<file path="config.mk">
export PLATFORM = sky130hd
export DESIGN_NAME = crc_word_step
export DESIGN_NICKNAME = d
export VERILOG_FILES = /design/src/rtl/crc_pkg.sv /design/src/rtl/crc_word_step.sv
export SDC_FILE = /design/constraint.sdc
export NUM_CORES = 1
export LEC_CHECK = 0
export BUFFER_PORTS_ARGS = -buffer_cell sky130_fd_sc_hd__buf_2
export CAP_MARGIN = 25
export CORE_MARGIN = 5
export CORE_UTILIZATION = 60
export DETAILED_ROUTE_END_ITERATION = 12
export MAX_ROUTING_LAYER = met4
export PLACE_DENSITY_LB_ADDON = 0.3
export RECOVER_POWER = 25
export SLEW_MARGIN = 5
export SYNTH_ARGS = -nofsm -noshare
export SYNTH_HDL_FRONTEND = slang
export SYNTH_SLANG_ARGS = --single-unit
</file>
<file path="constraint.sdc">
create_clock -name vclk -period 20.9
set_input_delay 2.09 -clock vclk [all_inputs]
set_output_delay 2.09 -clock vclk [all_outputs]
set_load 0.02 [all_outputs]
</file>
<file path="src/rtl/crc_pkg.sv">
// Shared definitions for the CRC stream checker: FSM state encoding and a
// bit-reverse helper used for output reflection.
package crc_pkg;

    typedef enum logic [1:0] {
        IDLE  = 2'b00,
        ACCUM = 2'b01,
        CMP   = 2'b10
    } crcState_t;

    localparam int MAX_CRC_WIDTH = 32;

    // Reverse the low 'width' bits of value; the result lands in the low bits.
    // The value is first left-aligned so every index below is a constant.
    function automatic logic [MAX_CRC_WIDTH-1:0] bitrev(
        input logic [MAX_CRC_WIDTH-1:0] value,
        input int                       width
    );
        logic [MAX_CRC_WIDTH-1:0] aligned;
        logic [MAX_CRC_WIDTH-1:0] result;
        aligned = value << (MAX_CRC_WIDTH - width);
        result  = {MAX_CRC_WIDTH{1'b0}};
        for (int i = 0; i < MAX_CRC_WIDTH; i++) begin
            result[i] = aligned[MAX_CRC_WIDTH-1-i];
        end
        return result;
    endfunction

endpackage

</file>
<file path="src/rtl/crc_word_step.sv">
// Combinational one-word CRC update: MSB-first bit-serial CRC over DWIDTH bits,
// fully unrolled. Optional per-byte input reflection. Shared with the TX generator.
module crc_word_step
    import crc_pkg::*;
#(
    parameter int CRC_WIDTH = 16,
    parameter int DWIDTH    = 32
) (
    input  logic [CRC_WIDTH-1:0] crcIn,
    input  logic [DWIDTH-1:0]    dataIn,
    input  logic [CRC_WIDTH-1:0] poly,
    input  logic                 refIn,
    output logic [CRC_WIDTH-1:0] crcOut
);

    logic [DWIDTH-1:0]    wordRefl_s;
    logic [DWIDTH-1:0]    word_s;
    logic [CRC_WIDTH-1:0] crcWork_s;
    logic                 fb_s;

    // Select the data word, optionally reversing bit order inside each byte.
    always_comb begin
        wordRefl_s = {DWIDTH{1'b0}};
        for (int b = 0; b < DWIDTH / 8; b++) begin
            for (int k = 0; k < 8; k++) begin
                wordRefl_s[b*8 + k] = dataIn[b*8 + 7 - k];
            end
        end
        if (refIn) begin
            word_s = wordRefl_s;
        end else begin
            word_s = dataIn;
        end
    end

    // Shift every data bit through the CRC register, first wire bit (MSB) first.
    always_comb begin
        crcWork_s = crcIn;
        fb_s      = 1'b0;
        for (int i = DWIDTH - 1; i >= 0; i--) begin
            fb_s = crcWork_s[CRC_WIDTH-1] ^ word_s[i];
            if (fb_s) begin
                crcWork_s = {crcWork_s[CRC_WIDTH-2:0], 1'b0} ^ poly;
            end else begin
                crcWork_s = {crcWork_s[CRC_WIDTH-2:0], 1'b0};
            end
        end
        crcOut = crcWork_s;
    end

endmodule

</file>
==> results_dict.tcl <==
set metrics [dict create \
    final_layout_size_suffix_gt1_share_pct 11.8 \
    syn_avg_cell_area_um2 6.32 \
    critical_path_required_ps 18810 \
    firstDrtPassIters 9 \
    critical-path-max-stage-delay_ps 760 \
    clock.fmax_ghz 0.0501 \
    seq_area_frac_synth_pct 0 \
    post_drt_wl_per_cell_um 22.7 \
    min_path_type "input pin to output port" \
    status "finished, final reports clean" \
    cap_violations 0 \
    die-area_mm2 0.0244 \
    ant_nets 0 \
    period_needed_ps 19980 \
    worstSetupPathType "input pin to output port" \
    synthDominantCellAreaShare_pct 21.6 \
    finalWirelength_um 51500 \
    path_max_fanout 24 \
    die_w_um 156 \
    crit_slowest_cell "or4b_2" \
    dp_hpwl_um 37600 \
    setup_violations 0 \
    ctsResizeCount 0 \
    worst_ep_arrival_time_ps 17890 \
    grt_pass1_wl_um 80900 \
    place_congestion 1.09 \
    die_y_um 156 \
    end_kind "output port" \
    syn_to_final_growth_pct 4.34 \
    overflow 0 \
    cpMostUsedCell "nand2_1" \
    grt_max_degree 111 \
    whs_ps 4870 \
    rsz0062_at_grt "no" \
    yosys_warnings 0 \
    hold_violations 0 \
    port_buffers 81 \
    syn_inst 2031 \
    maxSlewHeadroom_pct 40.1 \
    fin_crit_sh_pct 95.6 \
    drv_slew 0 \
    viasPerCell 7.03 \
    syn_nets 2096 \
    num_antenna_cells 0 \
    initial_utilization_pct 61.1 \
    post_cts_buffers 0 \
    nClkBuffers 0 \
    drt-initial-drc-count 2240 \
    setup_tns_ps 0 \
    design.portCount 81 \
    core_area_mm2 0.0210 \
    ff_latch_area_um2 0 \
    via_count 15926 \
    ys_types 105 \
    worst_slew_pin_slew_ps 892 \
    final_util_pct 63.8 \
    ys_top_cells_by_area "xnor2_1 22%, nand2_1 9.2%, nor2_1 6.2%" \
    grt_pass1_vias 14410 \
    drc 0 \
    cts_hold_buf 0 \
    fp-row-count 53 \
    synth.cell_area_mm2 0.0128 \
    grt_usage_pct 41.5 \
    seq_cells 0 \
    fin_nets 2058 \
    synth_top_cell_by_area "xnor2_1" \
    grt_antenna_before_repair 0 \
    crit_path_start_kind "input pin" \
]
-- cells in the mapped netlist (14+ instances only) --
cell        n
xnor3_1    16
xnor2_1   317
a31oi_1    15
o22ai_1    32
nor3_1     38
buf_2      22
a21oi_1   152
nand3_1    47
clkbuf_1  145
mux2i_1    45
nor4_1     14
xor2_1     38
nand2_1   316
o21ai_0   124
a32oi_1    44
buf_1      25
o21a_1     17
o211ai_1   23
nand4_1    20
nor2_1    211
a211oi_1   45
-- per-stage QoR --
stage          setup WS [ps]  area (um^2)  instances
2_1_floorplan           3530        12800       2031
3_3_place_gp            1520        13400       2265
3_5_place_dp            1180        13400       2265
4_1_cts                 1110        13400       2265
5_1_grt                  125        13400       2266
6_report                 924        13400       2266
-- path summary, 6_finish.rpt --
check / from / end / cells past startpoint
setup / recovery: refIn / crcOut[14] / 48
hold / removal: poly[0] / crcOut[1] / 5
-- kinds of logic (layout without fill, tap and decap cells) --
family / Yosys count / in the layout / synth area share, %
buffers and inverters: 214 / 174 / 6.70
AND/OR/NAND/NOR: 741 / 741 / 26.0
AO/OA/AOI/OAI: 647 / 647 / 35.0
XOR/XNOR: 377 / 377 / 28.0
multiplexers: 52 / 52 / 4.30
-- layer usage --
layer	global-route usage [%]	up-vias	part of all wire [%]
met1	57.0	7245	40
met5	-	-	0
met4	16.4	0	4.9
met3	7.69	236	13
met2	59.8	1183	42
li1	-	7262	-
-- cell usage in the layout, fill, tap and decap left out, drive strengths merged, types with 11 or more instances in the layout --
master,instances
xnor2,320
nand2,317
nor2,222
buf,157
a21oi,155
o21ai,138
a211oi,51
nand3,47
mux2i,47
nor3,45
a32oi,44
xor2,39
o22ai,33
o211ai,25
nand4,20
o21a,17
xnor3,16
nor4,16
a31oi,15
o31ai,14
and2,13
inv,12
or3,12
a211o,11
and3,11
o211a,11
a22oi,11
o32ai,11
-- final cells by class --
cell class | instances | area [um^2]
fillers | 1971 | 7620
multi-input cells | 1817 | 12000
well taps | 275 | 344
repair buffers | 157 | 995
inverters | 17 | 65.1
-- worst max-delay path: cells and delay by family --
kind                      cells  cell delay (ps)
xor gates and xnor gates      7             2230
buffers and inverters         5             1060
AOI/OAI and AO/OA            15             4900
muxes                         3             1370
and+or+nand+nor              18             6200
Power is not shown: default switching activity piles up to over one toggle a cycle in this logic, so the estimate is an artifact.
